$ cat src/rtl/pop_counter_pkg.sv
// Shared definitions for the pop counter bank: response FSM states,
// counter mode constants and the read-index range check.
package pop_counter_pkg;

  typedef enum logic {
    S_WAIT = 1'b0,
    S_RESP = 1'b1
  } state_t;

  localparam int MODE_WRAP = 0;
  localparam int MODE_SAT  = 1;

  // True when idx names an implemented channel.
  function automatic logic idx_valid(input logic [2:0] idx, input int num_ch);
    return (int'(idx) < num_ch);
  endfunction

endpackage

$ cat src/rtl/pop_counter_chan.sv
// One pop counter channel: CNT_W-bit count plus sticky overflow flag.
// Ports:
//   clk, reset : clock and asynchronous active-high reset
//   inc        : a pop happened this cycle
//   clr        : clear the channel (a same-cycle inc still counts as 1)
//   cnt, ovf   : current count and sticky overflow flag
module pop_counter_chan
  import pop_counter_pkg::*;
#(
  parameter int CNT_W    = 5,
  parameter int SATURATE = 0
) (
  input  logic             clk,
  input  logic             reset,
  input  logic             inc,
  input  logic             clr,
  output logic [CNT_W-1:0] cnt,
  output logic             ovf
);

  localparam logic [CNT_W-1:0] CNT_MAX = '1;

  always_ff @(posedge clk or posedge reset) begin
    if (reset) begin
      cnt <= '0;
      ovf <= 1'b0;
    end else if (clr) begin
      // The clearing read already sampled the old value, so a pop arriving
      // in the same cycle becomes the first count after the clear.
      cnt <= {{(CNT_W-1){1'b0}}, inc};
      ovf <= 1'b0;
    end else if (inc) begin
      if (cnt == CNT_MAX) begin
        ovf <= 1'b1;
        cnt <= (SATURATE == MODE_SAT) ? CNT_MAX : '0;
      end else begin
        cnt <= cnt + 1'b1;
      end
    end
  end

endmodule

$ cat src/rtl/pop_counter_bank.sv
// Bank of NUM_CH pop counters with a registered, idle-gated read port.
// Ports:
//   clk, reset : clock and asynchronous active-high reset
//   pop        : per-channel pop strobes
//   idle       : link idle; reads are accepted only while high
//   rd_req     : read request; rd_idx selects the channel, rd_clear clears it
//   rd_ready   : combinational copy of idle
//   valid      : one-cycle response strobe, one cycle after an accepted read
//   data_out   : sampled count, ovf_out : sampled sticky overflow flag
//   err        : response was for an out-of-range index
// data_out/ovf_out/err hold the last response while valid is low.
module pop_counter_bank
  import pop_counter_pkg::*;
#(
  parameter int NUM_CH   = 5,
  parameter int CNT_W    = 5,
  parameter int SATURATE = 0
) (
  input  logic              clk,
  input  logic              reset,
  input  logic [NUM_CH-1:0] pop,
  input  logic              idle,
  input  logic              rd_req,
  input  logic [2:0]        rd_idx,
  input  logic              rd_clear,
  output logic              rd_ready,
  output logic              valid,
  output logic [CNT_W-1:0]  data_out,
  output logic              ovf_out,
  output logic              err
);

  logic [CNT_W-1:0]  cnt [NUM_CH];
  logic [NUM_CH-1:0] ovf;
  logic [NUM_CH-1:0] clr;
  logic              accept;
  logic              idx_ok;
  logic [CNT_W-1:0]  mux_cnt;
  logic              mux_ovf;
  state_t            state;
  state_t            state_nxt;

  assign rd_ready = idle;
  assign accept   = rd_req & rd_ready;
  assign idx_ok   = idx_valid(rd_idx, NUM_CH);

  // Read mux and clear decode. An out-of-range index matches no channel,
  // so it reads as zero and clears nothing.
  always_comb begin
    mux_cnt = '0;
    mux_ovf = 1'b0;
    clr     = '0;
    for (int i = 0; i < NUM_CH; i++) begin
      if (rd_idx == 3'(i)) begin
        mux_cnt = cnt[i];
        mux_ovf = ovf[i];
        clr[i]  = accept & rd_clear;
      end
    end
  end

  for (genvar g = 0; g < NUM_CH; g++) begin : g_chan
    pop_counter_chan #(
      .CNT_W   (CNT_W),
      .SATURATE(SATURATE)
    ) u_chan (
      .clk  (clk),
      .reset(reset),
      .inc  (pop[g]),
      .clr  (clr[g]),
      .cnt  (cnt[g]),
      .ovf  (ovf[g])
    );
  end

  // Response stage: request accepted at edge N is presented after edge N.
  always_ff @(posedge clk or posedge reset) begin
    if (reset) begin
      state <= S_WAIT;
    end else begin
      state <= state_nxt;
    end
  end

  always_comb begin
    state_nxt = state;
    case (state)
      S_WAIT:  state_nxt = accept ? S_RESP : S_WAIT;
      S_RESP:  state_nxt = accept ? S_RESP : S_WAIT;
      default: state_nxt = S_WAIT;
    endcase
  end

  assign valid = (state == S_RESP);

  always_ff @(posedge clk or posedge reset) begin
    if (reset) begin
      data_out <= '0;
      ovf_out  <= 1'b0;
      err      <= 1'b0;
    end else if (accept) begin
      data_out <= mux_cnt;
      ovf_out  <= mux_ovf;
      err      <= ~idx_ok;
    end
  end

endmodule

$ cat config.mk
export PLATFORM = sky130hd
export DESIGN_NAME = pop_counter_bank
export DESIGN_NICKNAME = d
export VERILOG_FILES = /design/src/rtl/pop_counter_pkg.sv /design/src/rtl/pop_counter_chan.sv /design/src/rtl/pop_counter_bank.sv
export SDC_FILE = /design/constraint.sdc
export NUM_CORES = 1
export LEC_CHECK = 0
export BUFFER_PORTS_ARGS = -buffer_cell sky130_fd_sc_hd__buf_2
export CAP_MARGIN = 5
export CORE_UTILIZATION = 48
export CTS_CLUSTER_DIAMETER = 40
export CTS_CLUSTER_SIZE = 20
export DETAILED_ROUTE_END_ITERATION = 10
export GPL_TIMING_DRIVEN = 1
export PLACE_DENSITY = 0.67
export SLEW_MARGIN = 25
export SYNTH_ARGS = -nofsm -noshare
export SYNTH_HDL_FRONTEND = slang
export SYNTH_SLANG_ARGS = --single-unit
$ cat constraint.sdc
create_clock -name clk -period 1.6 [get_ports clk]
set_input_delay 0.32 -clock clk [delete_from_list [all_inputs] [get_ports clk]]
set_output_delay 0.32 -clock clk [all_outputs]
set_load 0.02 [all_outputs]
# Word level (Yosys, flattened, before mapping)
# Index checks and enable logic that the tools add are counted.
# totals
out_inout_bits	9
in_bits	13
reg_bits	38
elab_cells	94
# classes
n_eq_ne	9
magnitude_cmp	1
n_addsub	5
bitwise	3
n_mux	46
n_reduce_logical	16
# ops
op	n
2-to-1 mux 5 bit	20
2-to-1 mux 1 bit	26
adder 5 x 1 -> 5 bit (second input constant)	5
equality test 5 bit (second input constant)	5
nonzero test 2 bit	10
AND reduction 2 bit	5
equality test 3 x 2 -> 1 bit (second input constant)	2
equality test 3 x 1 -> 1 bit (second input constant)	1
equality test 3 bit (second input constant)	1
zero test 3 bit	1
less-than comparator 3 bit (second input constant)	1
AND 1 bit	2
NOT 1 bit	1

# Longest topological paths before layout
# Gate-level depths: netlist of the first run.
# logic_depth
ltp_word	6
depth_mapped	6
depth_no_buf	6

# Cells and area by module
# Synthesis of the first run repeated with hierarchy kept, for this count alone.
# hier_totals
cells_unflattened	233
area_unflattened_um2	2262.2
# by_module_without_submodules
mod	n_inst	seq_area_each_um2	area_per_inst_um2	cells_each
pop_counter_chan	5	150.1	311.5	32
pop_counter_bank	1	200.2	704.4	73

# Worst setup path before layout of the first run
# OpenSTA, ideal clock, no wires.
# synth_path
path_type	reg2reg
from	reg g_chan[1].u_chan.cnt[0]
to	reg g_chan[1].u_chan.cnt[2]
stages_incl_launch_ff	7
required_ps	1528
t_arrival_ps	1381
path_buffers	0
path_slack_ps	147
synth_period_minus_slack_ps	1453
setup_time_ps	72
path_cell_list	dfrtp_1 > ha_1 > and3_1 > ha_1 > nor4bb_1 > a21oi_1 > nor2_1
# synth_via
elab_chain_cells	4
word_cells_on_any_way	5
cone_classes	add/sub: 1; eq/ne: 1; mux: 3
# synth_rtl
item	line_no	text
start: declaration	pop_counter_chan.sv:17	output logic [CNT_W-1:0] cnt,
start signal: assignment	pop_counter_chan.sv:30	cnt <= {{(CNT_W-1){1'b0}}, inc};
start signal: assignment	pop_counter_chan.sv:35	cnt <= (SATURATE == MODE_SAT) ? CNT_MAX : '0;
start signal: assignment	pop_counter_chan.sv:37	cnt <= cnt + 1'b1;
adder 5 x 1 -> 5 bit / equality test 5 bit (equally long branches)	pop_counter_chan.sv:37, pop_counter_chan.sv:33	
2-to-1 mux 5 bit (*)	pop_counter_chan.sv:33	if (cnt == CNT_MAX) begin
2-to-1 mux 5 bit (*)	pop_counter_chan.sv:32	end else if (inc) begin
2-to-1 mux 5 bit (*)	pop_counter_chan.sv:27	end else if (clr) begin
# Mark *: on every way between the ends. The rest lies on a longest branch, timed or not. The select of a mux whose other input is x is not followed.
# A chain may end at the register's enable or synchronous reset.

# Final worst setup path of the first run
# Same ends and word-level chain as after synthesis.

==> results of run 1 <==
layer usage:
metal	up-vias	share of wire, %	global-route usage (%)
li1	876	-	-
met1	832	51	29.6
met2	31	44	31.7
met3	5	4.0	4.28
met4	0	1.0	7.03
met5	-	0	0
synthesized netlist by cell type (all sizes together), types with 2 or more instances:
master	count
a22o	3
and3	10
o22ai	2
mux2i	14
nor3	4
nand2	5
a22oi	5
inv	4
clkbuf	4
nor2	40
a21oi	14
a2bb2oi	2
ha	10
dfrtp	38
a211oi	2
nand3b	3
o21ai	29
buf	7
nand2b	9
o21a	2
nor3b	5
nor4bb	5
stage by stage:
step	std cells	util, %	cell area, sq um
detailed placement	298	56.9	2340
global route	311	61.8	2540
floorplan	224	-	2120
CTS	306	59.2	2440
finish	311	61.8	2540
global placement	298	56.9	2340
flip-flops by register name, summed over array words and instances (netlist names):
signal / count
valid: 1
g_chan.u_chan.ovf: 5
data_out: 5
err: 1
ovf_out: 1
g_chan.u_chan.cnt: 25
path summary, 6_finish.rpt:
check | slack [ps] | cells past startpoint | endpoint | from
min | 130 | 3 | g_chan[2].u_chan.cnt[4]$_DFFE_PP0P_ | reset
max in group asynchronous | 1130 | 3 | g_chan[1].u_chan.cnt[3]$_DFFE_PP0P_ | reset
max | 40 | 6 | g_chan[1].u_chan.cnt[2]$_DFFE_PP0P_ | g_chan[1].u_chan.cnt[0]$_DFFE_PP0P_
max reg2reg | 40 | 6 | g_chan[1].u_chan.cnt[2]$_DFFE_PP0P_ | g_chan[1].u_chan.cnt[0]$_DFFE_PP0P_
min in group clk | 340 | 2 | g_chan[1].u_chan.cnt[0]$_DFFE_PP0P_ | pop[1]
min reg2reg | 480 | 2 | data_out[4]$_DFFE_PP0N_ | data_out[4]$_DFFE_PP0N_
area by class of cell:
cell class / instances / area share [%]
multi-input cells: 171 / 46.2
flip-flops and latches: 38 / 37.4
inverters: 4 / 0.590
clock buffers: 7 / 3.39
clock inverters: 1 / 0.197
well taps: 50 / 2.46
repair buffers: 40 / 9.74
power by group through the flow:
stage                     logic [mW]  registers (mW)  clock network [mW]
after floorplan                0.659            1.56                   0
after global placement         0.949            1.60                   0
after detailed placement       0.967            1.60                   0
after CTS                      0.973            1.59               0.681
after global routing            1.26            1.65               0.718
final                           1.10            1.60               0.670
what timing repair did:
item,in CTS,in global routing
gates resized for setup,1,13
setup endpoints to repair,1,9
setup buffers,0,5
pin swaps,1,4
tightest hold or removal path: stages:
cell,delay (ps)
buf_2,90
inv_1,40
buf_4,400
kinds of logic after synthesis:
kind of cell | Yosys count
flip-flops | 38
AND/OR/NAND/NOR | 86
multiplexers | 14
buffers and inverters | 15
adder cells (fa/ha/maj) | 10
AO/OA/AOI/OAI | 61
==> results by group, run 1 <==
Logic synthesis
  – Mux contribution to synthesized area: ~6.6%
  – Post-Synth XOR/XNOR Area: 0%
  – Main synth FF type: dfrtp_1
  – Share of the synthesized area in the top cell type: between 40 and 50%
  – Adder-cell share of the synthesized area: between 5 and 6%
  – Synth Cell Area: around 2100 sq um
  – Syn_nets: 247
  – EDFF count, synth: 0
  – Top cells by area, synth: dfrtp_1 45%, nor2_1 6.9%, mux2i_1 6.6%
  – Average cell area after synthesis: between 9 and 10 sq um
  – Fraction of the mapped netlist area in simple logic gates: 22.7%
  – Largest family of logic cells by synthesized area: simple AND/OR/NAND/NOR gates
  – Mapped Cells: between 200 and 250
  – Asr flop ratio synth: 100%
  – Yosys cell types: 32
  – Synthesized flop and latch total: 38
  – Complex-gate fraction of the synthesized area: about 17%
  – Synth Warn #: 0
  – Sequential share of the synthesized area: 44.8%
  – Area leader, netlist: dfrtp_1

Worst setup path
  – Worst-path cell chain: ha_2 -> and3_1 -> ha_4 -> nor4bb_2 -> a21oi_1 -> nor2_1
  – Worst path required time: around 1800 ps
  – WP buf/inv: 0
  – Crit path max-delay family: simple AND/OR/NAND/NOR gates
  – CP max stage cell: dfrtp_1
  – Crit-path max cell delay: roughly 400 ps
  – Nature of the critical path endpoint: flip-flop
  – Crit Path Max Fanout: 7
  – CP Launch Type: flip-flop
  – Setup CP Type: reg -> reg
  – Critical Path AT: ~1800 ps

Clock network
  – Total CTS buffers: 5
  – TritonCTS clock tree: done
  – # hold bufs at CTS: 0
  – Root buffer cell: clkbuf_8
  – # clock sinks: 38
  – CTS max path bufs: 2
  – H-Tree Depth: 2
  – Clock latency on the worst-skew pair: roughly 280 ps
  – Reg clk slew, reported paths: ~70 ps

Pwr
  – Combinational power share: about 33%
  – Pleak: around 1.2 nW
  – Total power: between 3 and 4 mW
  – Worst VDD drop: slightly below 0.9 mV
  – Switching fraction of total power: a little over a third
  – Register share of total power: between 40% and 50%
  – Int Power: around 2.2 mW
  – Pwr dens: around 1300 nW/um^2
  – Clock network power share: around 20%
  – Switch Pwr: between 1 and 1.5 mW

Min path
  – Hold/Removal Path Class: in -> async

Place
  – PortBufs: 21
  – Setup WS pre-CTS: approximately 37 ps
  – Routability Congestion: ~0.77
  – Detailed Place HPWL: about 3200 um

Cells and area
  – Synth-to-Final Area Change: 19.7%
  – Register Area: approximately 950 sq um
  – Area occupied by multi-input gates: roughly 1200 sq um
  – Antenna diodes: 0
  – Fillcell total: ~370
  – Commonest non-fill, non-tap cell in the layout: nor2_1
  – Share of layout cells above drive strength 1: between 20% and 30%
  – Most frequent cells in the layout: 39 x nor2_1, 38 x dfrtp_1, 23 x o21ai_0
  – NumNets Final: around 280

Global routing
  – First-pass GRT wire length: 7160 um
  – Initial antenna violation count: 0
  – Total GRT Usage: around a fifth
  – Gr ovfl total: 0
  – Pin count of the biggest net entering global routing: 39
  – Vias in the first global route: roughly 1600

Timing
  – Final Hold Vio Count: 0
  – Final setup TNS: 0 ps
  – Final setup margin: roughly 36 ps
  – Hold WS: roughly 130 ps
  – Relative slew slack: ~68%
  – Period utilization: between 90% and 100%
  – Final setup viols: 0
  – Max Clock Freq: between 0.6 and 0.7 GHz
  – Post-route minimum period: 1560 ps
  – Worst Tran Pin Value: about 480 ps
  – Final Max Slew Viols: 0
  – Layout Skew: around 8.6 ps

Routing
  – Total number of vias: 1744
  – Post-route ant nets: 0
  – Initial DRC Count: about 150
  – Routed len/inst: between 10 and 15 um
  – DRT Pass-1 Iters: 4
  – Vias per cell: about 5.6
  – Final Routed Wirelength: between 4000 and 5000 um
  – DR DRC count: 0

Outcome
  – Outcome: finished, final reports clean

Floorplan
  – Num rows: 23
  – Die width: 68.5 um
  – Chip height: a little under 70 um
  – Core Area: just over 4000 sq um
  – Initial Utilization: 51.6%
  – I/O Pins: 22
  – Die footprint: 4700 sq um

Job
  – Max Cap Viol: 0
Note: power is estimated with default switching activity, not from simulation.
==> inputs of run 2 (changes only) <==
--- a/config.mk
+++ b/config.mk
@@ -12,6 +12,7 @@
 export CTS_CLUSTER_SIZE = 20
 export DETAILED_ROUTE_END_ITERATION = 10
 export GPL_TIMING_DRIVEN = 1
+export MAX_ROUTING_LAYER = met4
 export PLACE_DENSITY = 0.67
 export SLEW_MARGIN = 25
 export SYNTH_ARGS = -nofsm -noshare
==> run 2 against run 1 <==
Against the previous run:
- clock-buffer cell count is the same
- total power shrank 0.11%
- largest power group unchanged
- sequential share of layout area is the same
==> results by group, run 2 (same netlist as run 1, synthesis figures left out) <==
Timing
  – Final setup viols: 0
  – Relative slew slack: around two thirds
  – Max Clock Freq: 0.645 GHz
  – Period utilization: a little over nine tenths
  – Worst Tran Pin Value: roughly 480 ps
  – Layout Skew: ~8.6 ps
  – Final Max Slew Viols: 0
  – Post-route minimum period: approximately 1600 ps
  – Final Hold Vio Count: 0

Routing
  – Total number of vias: roughly 1700
  – Initial DRC Count: 153
  – Vias per cell: about 5.6
  – DR DRC count: 0
  – Final Routed Wirelength: approximately 4500 um
  – Post-route ant nets: 0
  – Routed len/inst: around 14 um
  – DRT Pass-1 Iters: 4

Cells and area
  – Finished Layout Cells: 311
  – Regs by FF count: g_chan.u_chan.cnt (25), data_out (5), g_chan.u_chan.ovf (5)
  – Antenna diodes: 0
  – Share of layout cells above drive strength 1: 24.5%
  – Register Area: roughly 950 sq um
  – Number of flip-flops in the largest register: 25
  – Synth-to-Final Area Change: 19.7%
  – Area occupied by multi-input gates: around 1200 sq um
  – Post-route design area: 2540 sq um
  – Largest Register: g_chan.u_chan.cnt
  – Most frequent cells in the layout: 39 x nor2_1, 38 x dfrtp_1, 23 x o21ai_0
  – NumNets Final: 283
  – Commonest non-fill, non-tap cell in the layout: nor2_1
  – Fillcell total: between 300 and 400

Global routing
  – Total GRT Usage: a little over a fifth
  – Initial antenna violation count: 0
  – Pin count of the biggest net entering global routing: 39
  – Vias in the first global route: about 1600
  – Met3 Use GR: between 4 and 5%
  – Routing usage on met2: a little under a third
  – Busiest layer in global routing: met2
  – GRT met1 Usage: 29.8%
  – Gr ovfl total: 0
  – First-pass GRT wire length: 7160 um

Min path
  – Hold/Removal Path Class: in -> async

Worst setup path
  – Nature of the critical path endpoint: flip-flop
  – Worst path required time: 1810 ps
  – Reg2reg setup slack: 50 ps
  – Worst-path cell chain: ha_2 -> and3_1 -> ha_4 -> nor4bb_2 -> a21oi_1 -> nor2_1
  – Crit-path max cell delay: 390 ps
  – R2r endpoint: g_chan[1].u_chan.cnt[2]$_DFFE_PP0P_
  – Setup CP Type: reg -> reg
  – Crit Path Max Fanout: 7
  – Worst reg2reg path depth: 6
  – CP max stage cell: dfrtp_1
  – CP Launch Type: flip-flop
  – Worst R2R Start: g_chan[1].u_chan.cnt[0]$_DFFE_PP0P_
  – Worst setup path start: g_chan[1].u_chan.cnt[0]$_DFFE_PP0P_
  – Critical Path AT: ~1800 ps
  – Critical Path Sink: g_chan[1].u_chan.cnt[2]$_DFFE_PP0P_

Outcome
  – Outcome: finished, final reports clean

Floorplan
  – Die footprint: between 4000 and 5000 sq um
  – Core Area: between 4000 and 5000 sq um
  – Initial Utilization: roughly half
  – I/O Pins: 22
  – Chip height: just under 70 um
  – Die width: 68.5 um
  – Num rows: 23

Clock network
  – Clock latency on the worst-skew pair: about 280 ps
  – CTS max path bufs: 2
  – H-Tree Depth: 2
  – TritonCTS clock tree: done
  – Total CTS buffers: 5
  – Root buffer cell: clkbuf_8
  – # clock sinks: 38
  – Reg clk slew, reported paths: around 70 ps

Place
  – Dpl cells: approximately 300
  – Detailed Place HPWL: 3190 um
  – Placed inst area: about 2300 sq um
  – Routability Congestion: about 0.78
  – PortBufs: 21

Pwr
  – Worst VDD drop: about 0.87 mV
  – Pleak: 1.24 nW
  – Pwr dens: 1330 nW/um^2

Job
  – Max Cap Viol: 0
## run 2: cell counts in the layout (fill, tap and decap cells not counted)
No cell type changed its count.
## run 2: through the flow
step           utilization [%]  hold WS [ps]  setup slack (ps)  power [mW]  setup TNS (ps)
4_1_cts                   59.2           149              15.4        3.24               0
3_3_place_gp              56.9           455              68.6        2.55               0
5_1_grt                   61.8           192             -30.1        3.63           -30.9
6_report                  61.8           133              48.7        3.37               0
2_1_floorplan                -           457               147        2.22               0
3_5_place_dp              56.9           459              37.4        2.57               0
## run 2: power by group
part | total, mW | internal, mW | switching [mW] | leakage [nW]
sequential | 1.60 | 1.28 | 0.320 | 0.485
combinational | 1.10 | 0.561 | 0.538 | 0.702
clock | 0.669 | 0.348 | 0.322 | 0.0482
## run 2: timing repair
item,in CTS,in global routing
pin swaps,1,4
resized for setup,1,13
setup buffers,0,5
endpoints found under the setup margin,1,9
hold buffers,0,0
## run 2: critical path: cells and delay by family, from the launching register on
kind                       cells  cell delay [ps]
and+or+nand+nor                3              620
DFF                            1              390
adders and majority gates      2              390
AOI/OAI and AO/OA              1               70
## run 2: worst min path at each step
stage,end,slack [ps],cells after the start
after detailed placement,g_chan[2].u_chan.cnt[0]$_DFFE_PP0P_,460,3
after floorplan,g_chan[4].u_chan.ovf$_DFFE_PP0P_,460,2
final,g_chan[2].u_chan.cnt[4]$_DFFE_PP0P_,130,3
after global routing,g_chan[2].u_chan.cnt[0]$_DFFE_PP0P_,190,3
after global placement,g_chan[2].u_chan.cnt[0]$_DFFE_PP0P_,460,3
after CTS,g_chan[2].u_chan.cnt[0]$_DFFE_PP0P_,150,3
## run 2: layout make-up
type	instances	share of cell area, %
Multi-Input combinational cell	171	46.2
Sequential cell	38	37.4
Timing Repair Buffer	40	9.74
Clock buffer	7	3.39
Tap cell	50	2.46
Inverter	4	0.590
Clock inverter	1	0.197
## run 2: metal layers
layer | part of all wire, % | routed length (um)
met1 | 51 | 2300
met5 | 0 | 0
met2 | 44 | 1980
met3 | 3.7 | 166
met4 | 1.0 | 45
==> inputs of run 3 (changes only) <==
--- a/config.mk
+++ b/config.mk
@@ -7,6 +7,7 @@
 export LEC_CHECK = 0
 export BUFFER_PORTS_ARGS = -buffer_cell sky130_fd_sc_hd__buf_2
 export CAP_MARGIN = 5
+export CORE_MARGIN = 2
 export CORE_UTILIZATION = 48
 export CTS_CLUSTER_DIAMETER = 40
 export CTS_CLUSTER_SIZE = 20
==> run 3 against run 2 <==
Against the previous run:
- flip-flop and latch count stayed put
- first-iteration DRC count decreased by 47%
- highest routed layer unchanged
- critical path depth unchanged
- clock power rose by 3.1%
- global-route usage decreased by 2.5 points
- sequential share of layout area about the same
==> results by group, run 3 (same netlist as run 1, synthesis figures left out) <==
Routing
  – Routed len/inst: ~14 um
  – Post-route ant nets: 0
  – Final Routed Wirelength: approximately 4400 um
  – Initial DRC Count: between 80 and 90
  – Total number of vias: between 1500 and 2000
  – DRT Pass-1 Iters: 4
  – Vias per cell: 5.53
  – DR DRC count: 0

Pwr
  – Worst VDD drop: 0.623 mV
  – Pleak: 1.25 nW
  – Switching fraction of total power: approximately a third
  – Register share of total power: between 40% and 50%
  – Clock network power share: between 20% and 30%
  – Total power: between 3 and 4 mW
  – Pwr dens: 1310 nW/um^2
  – Switch Pwr: ~1.2 mW
  – Int Power: around 2.2 mW
  – Combinational power share: 31.6%

Global routing
  – Total GRT Usage: 19.2%
  – Initial antenna violation count: 0
  – Pin count of the biggest net entering global routing: 39
  – First-pass GRT wire length: roughly 7300 um
  – Vias in the first global route: ~1600
  – Gr ovfl total: 0

Place
  – Setup WS pre-CTS: 47.3 ps
  – Detailed Place HPWL: about 3300 um
  – PortBufs: 21
  – Dpl cells: approximately 310
  – Routability Congestion: 0.808
  – Placed inst area: around 2400 sq um

Cells and area
  – Synth-to-Final Area Change: 19.8%
  – Finished Layout Cells: approximately 320
  – Largest Register: g_chan.u_chan.cnt
  – Share of layout cells above drive strength 1: between 20% and 30%
  – Most frequent cells in the layout: 39 x nor2_1, 38 x dfrtp_1, 23 x o21ai_0
  – Fin util: 59.3%
  – Post-route design area: about 2500 sq um
  – Antenna diodes: 0
  – Number of flip-flops in the largest register: 25
  – Commonest non-fill, non-tap cell in the layout: nor2_1
  – NumNets Final: between 200 and 300
  – Regs by FF count: g_chan.u_chan.cnt (25), data_out (5), g_chan.u_chan.ovf (5)

Min path
  – Hold/Removal Path Class: in -> async

Clock network
  – TritonCTS clock tree: done
  – Total CTS buffers: 5
  – Reg clk slew, reported paths: 80 ps
  – CTS max path bufs: 2
  – H-Tree Depth: 2
  – Root buffer cell: clkbuf_8
  – Clock latency on the worst-skew pair: between 200 and 300 ps
  – # clock sinks: 38

Floorplan
  – Core Area: 4290 sq um
  – Die width: around 71 um
  – I/O Pins: 22
  – Num rows: 24
  – Die footprint: roughly 5000 sq um
  – Initial Utilization: between 40% and 50%
  – Chip height: approximately 71 um

Timing
  – Relative slew slack: around two thirds
  – Period utilization: a little over nine tenths
  – Layout Skew: approximately 7.1 ps
  – Final Hold Vio Count: 0
  – Final setup margin: around 86 ps
  – Worst Tran Pin Value: 483 ps
  – Final setup viols: 0
  – Hold WS: approximately 130 ps
  – Post-route minimum period: ~1500 ps
  – Final setup TNS: 0 ps
  – Max Clock Freq: between 0.6 and 0.7 GHz
  – Final Max Slew Viols: 0

Worst setup path
  – Critical Path AT: approximately 1800 ps
  – Worst path required time: 1830 ps
  – Reg2reg setup slack: about 86 ps
  – Crit Path Max Fanout: 7
  – Worst setup path start: g_chan[1].u_chan.cnt[1]$_DFFE_PP0P_
  – CP Launch Type: flip-flop
  – Worst R2R Start: g_chan[1].u_chan.cnt[1]$_DFFE_PP0P_
  – Setup CP Type: reg -> reg
  – Nature of the critical path endpoint: flip-flop

Outcome
  – Outcome: finished, final reports clean

Job
  – Max Cap Viol: 0
## run 3: area by class of cell
cell class                 instances  area (sq um)
clock buffer                       6          82.6
clock inverter                     2          12.5
fill                             376          1750
sequential                        38           951
multi-input combinational        171          1160
inverter                           4          15.0
timing repair buffer              42           263
tap                               52          65.1
## run 3: final timing paths
path | to | cells after the start
worst max-delay path | g_chan[1].u_chan.cnt[2]$_DFFE_PP0P_ | 6
worst min-delay path | data_out[2]$_DFFE_PP0N_ | 3
worst max register to register | g_chan[1].u_chan.cnt[2]$_DFFE_PP0P_ | 6
worst min register to register | data_out[4]$_DFFE_PP0N_ | 2
max in group asynchronous | g_chan[3].u_chan.cnt[0]$_DFFE_PP0P_ | 3
min in group clk | g_chan[1].u_chan.cnt[0]$_DFFE_PP0P_ | 2
## run 3: repair_timing
action,4_1_cts,5_1_grt
buffers inserted,0,2
hold buffers,0,0
resized for setup,0,11
setup endpoints to repair,0,9
## run 3: layer usage
layer	global-route usage (%)	part of all wire (%)	up-vias
li1	-	-	884
met1	25.0	48	830
met2	29.1	48	21
met3	3.56	2.1	8
met4	9.01	2.2	0
met5	-	0	-
## run 3: power groups by stage
| stage | sequential [mW] | combinational (mW) | clock [mW] |
|---|---|---|---|
| after global routing | 1.65 | 1.21 | 0.737 |
| after global placement | 1.59 | 0.964 | 0 |
| after floorplan | 1.56 | 0.659 | 0 |
| final | 1.59 | 1.06 | 0.690 |
| after detailed placement | 1.60 | 0.994 | 0 |
| after CTS | 1.58 | 1.00 | 0.714 |
## run 3: critical path: stages, from the launching register on
cell and delay [ps]:
dfrtp_1 410, ha_1 220, and3_1 210, ha_4 190, nor4bb_4 260, a21oi_1 60, nor2_1 90
